===== config.mk =====
export PLATFORM = sky130hd
export DESIGN_NAME = strum_driver_flat
export DESIGN_NICKNAME = d
export VERILOG_FILES = /design/src/rtl/strum_driver_if.sv /design/src/rtl/strum_driver.sv /design/src/flat_wrapper.sv
export SDC_FILE = /design/constraint.sdc
export NUM_CORES = 1
export LEC_CHECK = 0
export BUFFER_PORTS_ARGS = -buffer_cell sky130_fd_sc_hd__buf_2
export CORE_MARGIN = 10
export CORE_UTILIZATION = 40
export DETAILED_ROUTE_END_ITERATION = 8
export GPL_TIMING_DRIVEN = 0
export SLEW_MARGIN = 20
export SYNTH_ARGS = -nofsm -noshare
export SYNTH_HDL_FRONTEND = slang
export SYNTH_SLANG_ARGS = --single-unit

===== constraint.sdc =====
create_clock -name clk -period 3.5 [get_ports clk]
set_input_delay 0.35 -clock clk [delete_from_list [all_inputs] [get_ports clk]]
set_output_delay 0.35 -clock clk [all_outputs]
set_load 0.03 [all_outputs]

===== src/rtl/strum_driver_if.sv =====
// Request handshake bundle for strum_driver: valid/ready plus the 3-bit line mask.
interface strum_driver_if;
  logic       req_valid;
  logic       req_ready;
  logic [2:0] req_mask;

  modport master (output req_valid, output req_mask, input req_ready);
  modport slave  (input req_valid, input req_mask, output req_ready);
endinterface


===== src/rtl/strum_driver.sv =====
// Strum/foot press sequencer: queued masks become fixed-length presses separated by a released gap.
// Define STRUM_DRIVER_QUEUE_EN for a 4-entry request FIFO; otherwise a single holding register is used.
module strum_driver #(
  parameter int HOLD_CYCLES = 4,
  parameter int GAP_CYCLES  = 3
) (
  input  logic           clk,
  input  logic           rst,
  strum_driver_if.slave  req,
  output logic [2:0]     inst,
  output logic           busy,
  output logic           evt_done
);

  typedef enum logic [1:0] {IDLE, PRESS, GAP} state_t;

  state_t      r_state;
  logic [15:0] r_timer;
  logic        r_started;

  logic        w_push;
  logic        w_pop;
  logic        w_empty;
  logic        w_room;
  logic [2:0]  w_head;

  assign req.req_ready = r_started & w_room;
  assign w_push        = req.req_valid & req.req_ready;
  assign w_pop         = (r_state == IDLE) & ~w_empty;
  assign busy          = (r_state != IDLE) | ~w_empty;

  // Holds req_ready low through reset and until the first clock edge after release.
  always_ff @(posedge clk or posedge rst) begin
    if (rst) begin
      r_started <= 1'b0;
    end else begin
      r_started <= 1'b1;
    end
  end

`ifdef STRUM_DRIVER_QUEUE_EN
  logic [2:0] r_mem [4];
  logic [1:0] r_wrPtr;
  logic [1:0] r_rdPtr;
  logic [2:0] r_occ;

  assign w_empty = (r_occ == 3'd0);
  assign w_room  = (r_occ < 3'd4);
  assign w_head  = r_mem[r_rdPtr];

  always_ff @(posedge clk or posedge rst) begin
    if (rst) begin
      for (int i = 0; i < 4; i++) begin
        r_mem[i] <= 3'b000;
      end
      r_wrPtr <= 2'd0;
      r_rdPtr <= 2'd0;
      r_occ   <= 3'd0;
    end else begin
      if (w_push) begin
        r_mem[r_wrPtr] <= req.req_mask;
        r_wrPtr        <= r_wrPtr + 2'd1;
      end
      if (w_pop) begin
        r_rdPtr <= r_rdPtr + 2'd1;
      end
      case ({w_push, w_pop})
        2'b10:   r_occ <= r_occ + 3'd1;
        2'b01:   r_occ <= r_occ - 3'd1;
        default: r_occ <= r_occ;
      endcase
    end
  end
`else
  logic [2:0] r_hold;
  logic       r_holdValid;

  assign w_empty = ~r_holdValid;
  assign w_room  = (r_state == IDLE) & ~r_holdValid;
  assign w_head  = r_hold;

  // Push and pop are mutually exclusive here: push needs an empty holder, pop a full one.
  always_ff @(posedge clk or posedge rst) begin
    if (rst) begin
      r_hold      <= 3'b000;
      r_holdValid <= 1'b0;
    end else if (w_push) begin
      r_hold      <= req.req_mask;
      r_holdValid <= 1'b1;
    end else if (w_pop) begin
      r_holdValid <= 1'b0;
    end
  end
`endif

  // An all-zero mask is popped and dropped without leaving IDLE.
  always_ff @(posedge clk or posedge rst) begin
    if (rst) begin
      r_state  <= IDLE;
      r_timer  <= 16'd0;
      inst     <= 3'b000;
      evt_done <= 1'b0;
    end else begin
      evt_done <= 1'b0;
      case (r_state)
        IDLE: begin
          if (w_pop && (w_head != 3'b000)) begin
            inst    <= w_head;
            r_timer <= 16'(HOLD_CYCLES - 1);
            r_state <= PRESS;
          end
        end
        PRESS: begin
          if (r_timer == 16'd0) begin
            inst    <= 3'b000;
            r_timer <= 16'(GAP_CYCLES - 1);
            r_state <= GAP;
          end else begin
            r_timer <= r_timer - 16'd1;
          end
        end
        GAP: begin
          if (r_timer == 16'd0) begin
            evt_done <= 1'b1;
            r_state  <= IDLE;
          end else begin
            r_timer <= r_timer - 16'd1;
          end
        end
        default: r_state <= IDLE;
      endcase
    end
  end

endmodule


===== src/flat_wrapper.sv =====
// flat-port wrapper written by rule: the top's interface ports become plain ports
module strum_driver_flat 
#(
  parameter int HOLD_CYCLES = 4,
  parameter int GAP_CYCLES  = 3
)
  (clk, rst, inst, busy, evt_done, req_req_valid, req_req_mask, req_req_ready);
  strum_driver_if req_i ();
  input  logic clk;
  input  logic rst;
  output logic [2:0] inst;
  output logic busy;
  output logic evt_done;
  input wire logic [$bits(req_i.req_valid)-1:0] req_req_valid;
  input wire logic [$bits(req_i.req_mask)-1:0] req_req_mask;
  output wire logic [$bits(req_i.req_ready)-1:0] req_req_ready;
  assign req_i.req_valid = req_req_valid;
  assign req_i.req_mask = req_req_mask;
  assign req_req_ready = req_i.req_ready;
  strum_driver #(.HOLD_CYCLES(HOLD_CYCLES), .GAP_CYCLES(GAP_CYCLES)) u_core (.clk(clk), .rst(rst), .req(req_i), .inst(inst), .busy(busy), .evt_done(evt_done));
endmodule

==> metrics.txt, run 1 <==
# TYPE chip_impl_metric gauge
chip_impl_info{name="outcome",value="complete, no violations"} 1
chip_impl_info{name="timing.rr.start",value="u_core.r_timer[0]"} 1
chip_impl_info{name="setup.worst_path.end_class",value="flop"} 1
chip_impl_metric{name="final.setup.tns",unit="ps"} 0
chip_impl_metric{name="grt_start_max_net_pins",unit=""} 28
chip_impl_info{name="synth_area_leader_cell",value="dfrtp_1"} 1
chip_impl_metric{name="final_layout_size_suffix_gt1_frac",unit=""} 0.1977
chip_impl_metric{name="worst-path-max-fanout",unit=""} 5
chip_impl_metric{name="drt-initial-drc-count",unit=""} 111
chip_impl_info{name="worst-setup-path-type",value="reg2reg"} 1
chip_impl_metric{name="routed_wire_length_per_instance",unit="um"} 14.75
chip_impl_metric{name="route.vias.total",unit=""} 1282
chip_impl_metric{name="place.gp.congestion",unit=""} 0.8277
chip_impl_metric{name="htreeDepth",unit=""} 1
chip_impl_metric{name="grt_antenna_before_repair",unit=""} 0
chip_impl_metric{name="die-area",unit="um2"} 6865
chip_impl_metric{name="die_width",unit="um"} 82.86
chip_impl_metric{name="vias_per_cell",unit=""} 5.698
chip_impl_metric{name="detailedPlace.worstSlack",unit="ps"} 1268
chip_impl_metric{name="setup-violations-final",unit=""} 0
chip_impl_metric{name="antenna_cells",unit=""} 0
chip_impl_metric{name="filler_cell_count",unit=""} 376
chip_impl_metric{name="synth_seq_cells",unit=""} 27
chip_impl_info{name="leading_cell_types_by_total_area_after_synthesis",value="dfrtp_1, ha_1, o21ai_0"} 1
chip_impl_metric{name="timing.final.hold_violations",unit=""} 0
chip_impl_metric{name="vias_in_the_first_global_route",unit=""} 1274
chip_impl_metric{name="final_max_slew_viol_count",unit=""} 0
chip_impl_metric{name="insertion_delay",unit="ps"} 280
chip_impl_metric{name="power.density_cell_area",unit="nW/um2"} 959.1
chip_impl_metric{name="period_minus_slack",unit="ps"} 2249
chip_impl_metric{name="floorplan.die.height",unit="um"} 82.86
chip_impl_metric{name="row_count",unit=""} 22
chip_impl_metric{name="finalWirelength",unit="um"} 3319
chip_impl_metric{name="post_cts.repair.setup_buffers",unit=""} 0
chip_impl_metric{name="synth_area",unit="um2"} 1580
chip_impl_metric{name="grt.total_usage",unit=""} 0.09724
chip_impl_metric{name="ratio_of_final_minimum_period_to_clock_period",unit=""} 0.6426
chip_impl_metric{name="initial_utilization",unit=""} 0.4221
chip_impl_metric{name="relSlewSlack",unit=""} 0.6078
chip_impl_metric{name="post_synth_inst_count",unit=""} 162
chip_impl_metric{name="ios",unit=""} 12
chip_impl_info{name="critPathLaunchType",value="flop"} 1
chip_impl_info{name="worst_path_max_delay_cell",value="nor4b_1"} 1
chip_impl_metric{name="maximum_buffer_depth_of_the_clock_tree",unit=""} 2
chip_impl_metric{name="gr-total-overflow",unit=""} 0
chip_impl_metric{name="cts.sinks",unit=""} 27
chip_impl_metric{name="seq_area_frac_synth",unit=""} 0.4276
chip_impl_metric{name="final_critical_path_setup_slack",unit="ps"} 1251
chip_impl_metric{name="layout-area-overhead-vs-synth",unit="%"} 10.37
chip_impl_metric{name="detailedRoute.firstPassIterationCount",unit=""} 4
chip_impl_metric{name="max_clock_freq",unit="MHz"} 444.6
chip_impl_metric{name="power.leakage",unit="nW"} 0.8281
chip_impl_metric{name="postSynthNetCount",unit=""} 175
chip_impl_metric{name="timing.critical_path.arrival",unit="ps"} 2420
chip_impl_metric{name="worst-path-buf-inv",unit=""} 1
chip_impl_metric{name="numPortBuffers",unit=""} 11
chip_impl_info{name="cts.root.buffer_cell",value="clkbuf_8"} 1
chip_impl_metric{name="cts_inserted_buffers",unit=""} 3
chip_impl_metric{name="timing_worst_slew_pin_value",unit="ps"} 588.2
chip_impl_info{name="worst_setup_path_startpoint",value="u_core.r_timer[0]"} 1
chip_impl_info{name="cts_tree",value="built"} 1
chip_impl_metric{name="hpwlAfterDp",unit="um"} 2500
chip_impl_metric{name="drv.max_cap_violation_count",unit=""} 0
chip_impl_info{name="worst_hold_path_type",value="in2async"} 1
chip_impl_info{name="cp_cell_sequence",value="inv_1 -> ha_1 -> or3b_4 -> nor4b_1 -> nand2_1 -> a21bo_2 -> a21o_1"} 1
chip_impl_metric{name="finish.net_count",unit=""} 191
chip_impl_metric{name="worst-endpoint-required",unit="ps"} 3670
chip_impl_metric{name="antenna_violating_nets_post_route",unit=""} 0
chip_impl_metric{name="clkSlewWorstSetupHoldPaths",unit="ps"} 100
chip_impl_metric{name="post-route-drc-count",unit=""} 0
chip_impl_info{name="unrepaired_setup_endpoints_after_global_routing",value="false"} 1
chip_impl_info{name="critPathTopFamily",value="simple AND/OR/NAND/NOR gates"} 1
chip_impl_metric{name="grt_first_pass_wirelength",unit="um"} 5844
chip_impl_metric{name="yosysTopAreaCellShare",unit=""} 0.4276
chip_impl_metric{name="ys_types",unit=""} 45
chip_impl_metric{name="syn_area_per_cell",unit="um2"} 9.755
chip_impl_metric{name="timing.critical_path.slowest_cell_delay",unit="ps"} 430
chip_impl_metric{name="cts_repair_resize_count",unit=""} 0
chip_impl_metric{name="core-area",unit="um2"} 3744
chip_impl_metric{name="post_cts_hold_buffer_count",unit=""} 0
chip_impl_metric{name="max-vdd-ir-drop",unit="mV"} 0.3728
chip_impl_metric{name="fin_worst_skew",unit="ps"} 6.872
chip_impl_metric{name="yosysWarnings",unit=""} 0
-- flip-flops by register name, summed over array words and instances (netlist names) --
signal and count:
u_core.r_holdValid 1, u_core.r_state 2, u_core.r_timer 16, u_core.r_hold 3, u_core.inst 3, u_core.r_started 1, u_core.evt_done 1
-- power breakdown --
| part | leakage [nW] | switching (mW) | internal (mW) |
|---|---|---|---|
| sequential | 0.355 | 0.112 | 0.416 |
| combinational | 0.451 | 0.584 | 0.378 |
| clock | 0.0217 | 0.102 | 0.0810 |
| total | 0.828 | 0.798 | 0.874 |
-- cell usage after synthesis, drive strengths merged --
cell,number
o211ai,2
o221ai,1
nand2,10
or3b,1
a211o,1
a21bo,1
a32o,1
a21o,7
mux2,4
or3,4
or2,2
conb,1
a211oi,1
nand4,1
nor3,5
nor2b,3
a21oi,5
ha,7
dfrtp,27
a31oi,3
a2bb2oi,1
nor2,10
o31a,1
o31ai,2
nor4b,1
o21ai,16
and3,1
inv,10
nor3b,3
nand2b,4
buf,4
nand4b,1
o32ai,1
o22a,1
and4,1
o21a,1
nor4,9
o2bb2ai,6
clkbuf,2
-- final timing paths --
check / end / slack (ps) / cells past startpoint
max reg2reg: u_core.r_timer[10] / 1250 / 7
min reg2reg: u_core.r_timer[15] / 500 / 1
min: u_core.r_timer[2] / 110 / 2
max: u_core.r_timer[10] / 1250 / 7
min in group clk: u_core.r_hold[2] / 300 / 2
max in group asynchronous: u_core.r_timer[15] / 3020 / 2
-- routing by layer --
metal  part of all wire  wire [um]  track usage
met1               0.48       1595       0.1290
met2               0.46       1542       0.1473
met3              0.040        134      0.02344
met4              0.014         46      0.03692
met5                  0          0            0
-- cells by family after synthesis --
group / synth area share
multiplexers: 0.02850
flip-flops: 0.4276
adder cells (fa/ha/maj): 0.05542
buffers and inverters: 0.04354
other: 0.002373
AND/OR/NAND/NOR: 0.2146
AO/OA/AOI/OAI: 0.2280
-- stage by stage --
| stage | util | hold slack [ps] | power [mW] | cell area, um2 | std cells |
|---|---|---|---|---|---|
| 6_report | 0.4659 | 112.3 | 1.673 | 1744 | 225 |
| 5_1_grt | 0.4659 | 157.0 | 1.824 | 1744 | 225 |
| 4_1_cts | 0.4659 | 292.1 | 1.678 | 1744 | 225 |
| 3_5_place_dp | 0.4529 | 483.4 | 1.490 | 1695 | 221 |
| 3_3_place_gp | 0.4529 | 480.2 | 1.461 | 1695 | 221 |
| 2_1_floorplan | - | 402.7 | 1.265 | 1580 | 162 |
-- placed cells by master (no fill, tap or decap), types with 2 or more instances in the layout --
master / count
nor3b_1: 3
nand2b_1: 4
clkbuf_8: 3
mux2_2: 4
nor2_1: 10
dfrtp_1: 27
a31oi_1: 3
buf_2: 14
o2bb2ai_1: 6
ha_1: 7
inv_1: 9
o21ai_1: 4
nor4_2: 2
or2_2: 2
nor4_1: 7
a21o_1: 7
nor3_1: 5
nor2b_1: 3
o21ai_0: 12
or3_1: 2
o211ai_1: 2
or3_4: 2
a21oi_1: 5
nand2_1: 10
-- final cells by class --
| cell class | count | area (um2) | share of cell area |
|---|---|---|---|
| Timing Repair Buffer | 11 | 55.05 | 0.03156 |
| Clock inverter | 1 | 7.507 | 0.004304 |
| Multi-Input combinational cell | 119 | 835.8 | 0.4792 |
| Inverter | 10 | 37.54 | 0.02152 |
| Tap cell | 48 | 60.06 | 0.03443 |
| Clock buffer | 3 | 41.29 | 0.02367 |
| Sequential cell | 27 | 675.6 | 0.3874 |
| Buffer | 6 | 31.28 | 0.01793 |
Power figures use the tool's default switching activity.
==> run 2: changes to the inputs <==
==> constraint.sdc (replaced) <==
create_clock -name clk -period 2 [get_ports clk]
set_input_delay 0.2 -clock clk [delete_from_list [all_inputs] [get_ports clk]]
set_output_delay 0.2 -clock clk [all_outputs]
set_load 0.03 [all_outputs]
==> metrics.txt, run 2 (same netlist as run 1, synthesis figures left out) <==
# TYPE chip_impl_metric gauge
chip_impl_metric{name="vias_in_the_first_global_route",unit=""} 1465
chip_impl_metric{name="timing_worst_slew_pin_value",unit="ps"} 1005
chip_impl_metric{name="setup-violations-final",unit=""} 1
chip_impl_metric{name="cts_inserted_buffers",unit=""} 3
chip_impl_metric{name="ios",unit=""} 12
chip_impl_metric{name="power.leakage",unit="nW"} 0.9291
chip_impl_metric{name="grt.total_usage",unit=""} 0.1061
chip_impl_metric{name="largest_reg_flops",unit=""} 16
chip_impl_metric{name="grt_antenna_before_repair",unit=""} 0
chip_impl_info{name="regMostFlops",value="u_core.r_timer"} 1
chip_impl_metric{name="power.density_cell_area",unit="nW/um2"} 1767
chip_impl_metric{name="row_count",unit=""} 22
chip_impl_info{name="outcome",value="finished with violations"} 1
chip_impl_metric{name="clkSlewWorstSetupHoldPaths",unit="ps"} 90
chip_impl_info{name="unrepaired_setup_endpoints_after_global_routing",value="true"} 1
chip_impl_metric{name="finish.net_count",unit=""} 206
chip_impl_metric{name="antenna_cells",unit=""} 0
chip_impl_metric{name="fin_worst_skew",unit="ps"} 1.525
chip_impl_info{name="failed_checks",value="setup timing"} 1
chip_impl_metric{name="max_clock_freq",unit="MHz"} 490.7
chip_impl_metric{name="drt-initial-drc-count",unit=""} 70
chip_impl_metric{name="routed_wire_length_per_instance",unit="um"} 16.49
chip_impl_metric{name="max-vdd-ir-drop",unit="mV"} 0.7224
chip_impl_metric{name="cts.sinks",unit=""} 27
chip_impl_info{name="worst_hold_path_type",value="in2async"} 1
chip_impl_metric{name="die-area",unit="um2"} 6865
chip_impl_metric{name="relSlewSlack",unit=""} 0.3258
chip_impl_metric{name="filler_cell_count",unit=""} 344
chip_impl_metric{name="detailedRoute.firstPassIterationCount",unit=""} 4
chip_impl_info{name="cts.root.buffer_cell",value="clkbuf_8"} 1
chip_impl_metric{name="initial_utilization",unit=""} 0.4221
chip_impl_metric{name="timing.hold.ws",unit="ps"} 19.56
chip_impl_metric{name="ratio_of_final_minimum_period_to_clock_period",unit=""} 1.019
chip_impl_metric{name="drv.max_cap_violation_count",unit=""} 0
chip_impl_info{name="layout.cells.most_common",value="dfrtp_1"} 1
chip_impl_metric{name="floorplan.die.height",unit="um"} 82.86
chip_impl_metric{name="gr-total-overflow",unit=""} 0
chip_impl_metric{name="numPortBuffers",unit=""} 11
chip_impl_metric{name="final_layout_size_suffix_gt1_frac",unit=""} 0.3594
chip_impl_metric{name="timing.final.hold_violations",unit=""} 0
chip_impl_info{name="layout_top_registers",value="u_core.r_timer (16), u_core.inst (3), u_core.r_hold (3)"} 1
chip_impl_metric{name="final_critical_path_setup_slack",unit="ps"} -38.04
chip_impl_metric{name="period_minus_slack",unit="ps"} 2038
chip_impl_metric{name="grt_start_max_net_pins",unit=""} 28
chip_impl_info{name="layout_common_cells",value="dfrtp_1, buf_4, buf_2"} 1
chip_impl_metric{name="antenna_violating_nets_post_route",unit=""} 0
chip_impl_metric{name="post_cts_hold_buffer_count",unit=""} 0
chip_impl_metric{name="final_max_slew_viol_count",unit=""} 0
chip_impl_metric{name="insertion_delay",unit="ps"} 280
chip_impl_metric{name="route.vias.total",unit=""} 1404
chip_impl_metric{name="die_width",unit="um"} 82.86
chip_impl_metric{name="grt_first_pass_wirelength",unit="um"} 6368
chip_impl_metric{name="timing.critical_path.arrival",unit="ps"} 2260
chip_impl_info{name="setup.worst_path.end_class",value="flop"} 1
chip_impl_metric{name="final_core_utilization",unit=""} 0.5368
chip_impl_metric{name="post-route-drc-count",unit=""} 0
chip_impl_metric{name="layout-area-overhead-vs-synth",unit="%"} 27.16
chip_impl_metric{name="worst-path-max-fanout",unit=""} 3
chip_impl_metric{name="core-area",unit="um2"} 3744
chip_impl_metric{name="worst-endpoint-required",unit="ps"} 2220
chip_impl_metric{name="maximum_buffer_depth_of_the_clock_tree",unit=""} 2
chip_impl_metric{name="place.gp.congestion",unit=""} 0.8826
chip_impl_metric{name="hpwlAfterDp",unit="um"} 2633
chip_impl_info{name="cts_tree",value="built"} 1
chip_impl_metric{name="htreeDepth",unit=""} 1
chip_impl_info{name="worst-setup-path-type",value="reg2reg"} 1
chip_impl_metric{name="finalWirelength",unit="um"} 3957
chip_impl_metric{name="vias_per_cell",unit=""} 5.850
chip_impl_info{name="critPathLaunchType",value="flop"} 1
[run 2: changes by cell type in the layout (fill, tap and decap cells not counted), sizes merged]
cell	before	now
buf	15	30
clkbuf	5	6
clkinv	0	1
clkinvlp	1	0
inv	10	9
[run 2: per-layer routing]
metal / global-route usage / up-vias / share of wire
met5: 0 / - / 0
met4: 0.04462 / 0 / 0.014
met3: 0.03125 / 6 / 0.038
met2: 0.1788 / 30 / 0.51
met1: 0.1211 / 709 / 0.44
li1: - / 659 / -
[run 2: worst max-delay path: stages (launching register included)]
cell     delay (ps)
dfrtp_1         400
inv_2            90
ha_4            130
or3b_4          400
or3_4           350
or3_4           360
nor4_4          140
a21o_1          110
[run 2: path summary, 6_finish.rpt]
kind                                   startpoint            endpoint  slack [ps]  depth (start not counted)
worst max-delay path            u_core.r_timer[0]  u_core.r_timer[14]         -40                          7
worst min-delay path                          rst    u_core.r_started          20                          2
worst max register to register  u_core.r_timer[0]  u_core.r_timer[14]         -40                          7
worst min register to register     u_core.inst[1]      u_core.inst[1]         510                          1
max in group asynchronous                     rst   u_core.r_timer[7]        1480                          2
min in group clk                  req_req_mask[0]    u_core.r_hold[0]         150                          2
[run 2: power by group]
part	switching, mW	internal (mW)	total (mW)
Clock	0.178	0.143	0.322
Sequential	0.231	0.730	0.961
Combinational	1.26	1.01	2.27
[run 2: what timing repair did]
item / 4_1_cts / 5_1_grt
setup buffers: 6 / 8
resized for setup: 14 / 22
gates cloned: 0 / 1
setup endpoints to repair: 17 / 18
pin swaps: 2 / 3
[run 2: final cells by class]
cell class                 count  area [um2]  area share
buffer                         6       43.79     0.02179
clock buffer                   4       45.04     0.02242
inverter                      10       37.54     0.01868
multi-input combinational    119       977.2      0.4863
sequential                    27       678.2      0.3375
tap                           48       60.06     0.02989
timing repair buffer          26       167.7     0.08344
[run 2: through the flow]
stage	std cells	TNS, ps	total power, mW	setup WS (ps)	instance area, um2
4_1_cts	231	-31.77	3.163	-31.77	1848
6_report	240	-38.04	3.551	-38.04	2009
2_1_floorplan	162	0	2.221	1.966	1587
3_5_place_dp	221	-2010	2.652	-239.4	1702
5_1_grt	240	-759.6	3.814	-103.6	2009
3_3_place_gp	221	-884.9	2.567	-120.0	1702
==> run 3: changes to the inputs <==
--- a/config.mk
+++ b/config.mk
@@ -8,8 +8,10 @@
 export BUFFER_PORTS_ARGS = -buffer_cell sky130_fd_sc_hd__buf_2
 export CORE_MARGIN = 10
 export CORE_UTILIZATION = 40
+export CTS_CLUSTER_SIZE = 28
 export DETAILED_ROUTE_END_ITERATION = 8
 export GPL_TIMING_DRIVEN = 0
+export SETUP_SLACK_MARGIN = 0.3
 export SLEW_MARGIN = 20
 export SYNTH_ARGS = -nofsm -noshare
 export SYNTH_HDL_FRONTEND = slang
==> metrics.txt, run 3 (same netlist as run 1, synthesis figures left out) <==
# TYPE chip_impl_metric gauge
chip_impl_metric{name="switchingPower",unit="mW"} 1.755
chip_impl_metric{name="timing.final.hold_violations",unit=""} 0
chip_impl_metric{name="p_seq_frac",unit=""} 0.254
chip_impl_metric{name="drv.max_cap_violation_count",unit=""} 0
chip_impl_info{name="outcome",value="finished with violations"} 1
chip_impl_metric{name="met3RoutedLength",unit="um"} 195
chip_impl_metric{name="htreeDepth",unit=""} 1
chip_impl_info{name="topRoutingLayerUsed",value="met4"} 1
chip_impl_metric{name="final_cell_area",unit="um2"} 2137
chip_impl_metric{name="drt-initial-drc-count",unit=""} 112
chip_impl_info{name="layout.cells.most_common",value="buf_4"} 1
chip_impl_info{name="regMostFlops",value="u_core.r_timer"} 1
chip_impl_metric{name="cts_inserted_buffers",unit=""} 3
chip_impl_metric{name="detailedRoute.firstPassIterationCount",unit=""} 4
chip_impl_info{name="cts.root.buffer_cell",value="clkbuf_8"} 1
chip_impl_metric{name="hpwlAfterDp",unit="um"} 2665
chip_impl_metric{name="worst-path-max-fanout",unit=""} 3
chip_impl_info{name="cts_tree",value="built"} 1
chip_impl_metric{name="die-area",unit="um2"} 6865
chip_impl_metric{name="final_layout_size_suffix_gt1_frac",unit=""} 0.4286
chip_impl_metric{name="vias_in_the_first_global_route",unit=""} 1471
chip_impl_metric{name="relSlewSlack",unit=""} 0.3419
chip_impl_metric{name="core-area",unit="um2"} 3744
chip_impl_metric{name="finalWirelength",unit="um"} 4138
chip_impl_metric{name="met2WireLength",unit="um"} 2031
chip_impl_metric{name="cts.sinks",unit=""} 27
chip_impl_info{name="layout_common_cells",value="buf_4, dfrtp_1, buf_2"} 1
chip_impl_metric{name="ios",unit=""} 12
chip_impl_info{name="worst-setup-path-type",value="reg2reg"} 1
chip_impl_metric{name="final_max_slew_viol_count",unit=""} 0
chip_impl_metric{name="final_critical_path_setup_slack",unit="ps"} -37.48
chip_impl_info{name="unrepaired_setup_endpoints_after_global_routing",value="true"} 1
chip_impl_metric{name="grt_first_pass_wirelength",unit="um"} 6844
chip_impl_metric{name="max-vdd-ir-drop",unit="mV"} 0.6935
chip_impl_metric{name="timing.critical_path.slowest_cell_delay",unit="ps"} 420
chip_impl_info{name="critPathLaunchType",value="flop"} 1
chip_impl_metric{name="internal_power",unit="mW"} 2.047
chip_impl_info{name="worst_hold_path_type",value="in2async"} 1
chip_impl_metric{name="worst-endpoint-required",unit="ps"} 2220
chip_impl_metric{name="insertion_delay",unit="ps"} 280
chip_impl_metric{name="place.gp.congestion",unit=""} 0.8938
chip_impl_metric{name="combPwrFrac",unit=""} 0.658
chip_impl_metric{name="maximum_buffer_depth_of_the_clock_tree",unit=""} 2
chip_impl_info{name="setup.worst_path.end_class",value="flop"} 1
chip_impl_metric{name="layout-area-overhead-vs-synth",unit="%"} 35.23
chip_impl_metric{name="power.leakage",unit="nW"} 0.9865
chip_impl_metric{name="setup-violations-final",unit=""} 2
chip_impl_metric{name="ratio_of_final_minimum_period_to_clock_period",unit=""} 1.019
chip_impl_metric{name="post_layout_nonfiller_instances",unit=""} 251
chip_impl_info{name="worst_path_most_repeated_cell",value="or3_4"} 1
chip_impl_metric{name="vias_per_cell",unit=""} 5.693
chip_impl_metric{name="max_clock_freq",unit="MHz"} 490.8
chip_impl_metric{name="largest_reg_flops",unit=""} 16
chip_impl_metric{name="numPortBuffers",unit=""} 11
chip_impl_metric{name="die_width",unit="um"} 82.86
chip_impl_info{name="layout_top_registers",value="u_core.r_timer (16), u_core.inst (3), u_core.r_hold (3)"} 1
chip_impl_metric{name="grt.total_usage",unit=""} 0.1143
chip_impl_metric{name="grt_antenna_before_repair",unit=""} 0
chip_impl_metric{name="power.switching_fraction",unit=""} 0.4615
chip_impl_metric{name="timing_worst_slew_pin_value",unit="ps"} 981.0
chip_impl_metric{name="wl_met1",unit="um"} 1869
chip_impl_metric{name="clockPowerShare",unit=""} 0.088
chip_impl_metric{name="antenna_cells",unit=""} 0
chip_impl_metric{name="worst-path-buf-inv",unit=""} 1
chip_impl_metric{name="grt_start_max_net_pins",unit=""} 28
chip_impl_metric{name="finish.net_count",unit=""} 217
chip_impl_metric{name="timing.critical_path.arrival",unit="ps"} 2260
chip_impl_metric{name="floorplan.die.height",unit="um"} 82.86
chip_impl_metric{name="antenna_violating_nets_post_route",unit=""} 0
chip_impl_metric{name="post-route-drc-count",unit=""} 0
chip_impl_info{name="failed_checks",value="setup timing"} 1
chip_impl_metric{name="placed_cells",unit=""} 221
chip_impl_metric{name="clkSlewWorstSetupHoldPaths",unit="ps"} 110
chip_impl_metric{name="row_count",unit=""} 22
chip_impl_metric{name="initial_utilization",unit=""} 0.4221
chip_impl_metric{name="period_minus_slack",unit="ps"} 2037
chip_impl_metric{name="final_core_utilization",unit=""} 0.5709
chip_impl_metric{name="gr-total-overflow",unit=""} 0
chip_impl_metric{name="dpl-instance-area",unit="um2"} 1740
chip_impl_info{name="critPathTopFamily",value="simple AND/OR/NAND/NOR gates"} 1
chip_impl_info{name="worst_path_max_delay_cell",value="dfrtp_1"} 1
chip_impl_metric{name="total_power",unit="mW"} 3.802
chip_impl_info{name="cp_cell_sequence",value="inv_2 -> ha_4 -> or3b_4 -> or3_4 -> or3_4 -> nor4_4 -> a21o_1"} 1
chip_impl_metric{name="routed_wire_length_per_instance",unit="um"} 16.49
chip_impl_metric{name="route.vias.total",unit=""} 1429
chip_impl_metric{name="filler_cell_count",unit=""} 335
chip_impl_metric{name="timing.hold.ws",unit="ps"} 8.126
chip_impl_metric{name="power.density_cell_area",unit="nW/um2"} 1779
chip_impl_metric{name="fin_worst_skew",unit="ps"} 9.292
-- run 3: final cells by class --
class | count | area (um2) | area share
inverter | 10 | 37.54 | 0.01756
multi-input combinational | 119 | 996.0 | 0.4660
tap | 48 | 60.06 | 0.02810
clock buffer | 3 | 41.29 | 0.01932
timing repair buffer | 37 | 257.7 | 0.1206
sequential | 27 | 679.4 | 0.3179
clock inverter | 1 | 7.507 | 0.003513
buffer | 6 | 57.56 | 0.02693
-- run 3: timing repair --
item                       in CTS  in global routing
hold buffers                    0                  0
pin swaps                       5                  6
buffers inserted               19                  5
setup endpoints to repair      26                 23
gates resized for setup        30                  6
gates cloned                    2                  0
-- run 3: power by group through the flow --
stage                     clock (mW)  sequential, mW  combinational [mW]
after global routing           0.358           0.993                2.71
final                          0.333           0.966                2.50
after floorplan                    0           0.933                1.39
after global placement             0           0.929                1.75
after detailed placement           0           0.945                1.81
after CTS                      0.342           0.941                2.36
-- run 3: per-layer routing --
layer,up-vias,GRT usage
met4,0,0.03692
met1,704,0.1370
met5,-,0
met3,6,0.02734
met2,39,0.1941
li1,680,-
-- run 3: metrics by stage --
step                      setup slack (ps)  TNS (ps)
after floorplan                      39.79         0
after global placement              -101.9    -461.2
after detailed placement            -111.1    -461.0
after CTS                           -27.92    -27.92
after global routing                -124.2    -706.7
final                               -37.48    -49.74
-- run 3: final timing paths --
check	from	depth (start not counted)	end	slack, ps
min reg2reg	u_core.inst[1]	1	u_core.inst[1]	520
max	u_core.r_timer[1]	7	u_core.r_timer[14]	-40
min in group clk	req_req_mask[2]	2	u_core.r_hold[2]	150
max reg2reg	u_core.r_timer[1]	7	u_core.r_timer[14]	-40
min	rst	2	u_core.r_started	8
max in group asynchronous	rst	2	u_core.r_timer[5]	1500
-- run 3: worst reg2reg max path: stages (launching register included) --
cell	delay [ps]
dfrtp_1	420
inv_2	80
ha_4	130
or3b_4	390
or3_4	350
or3_4	360
nor4_4	130
a21o_1	110
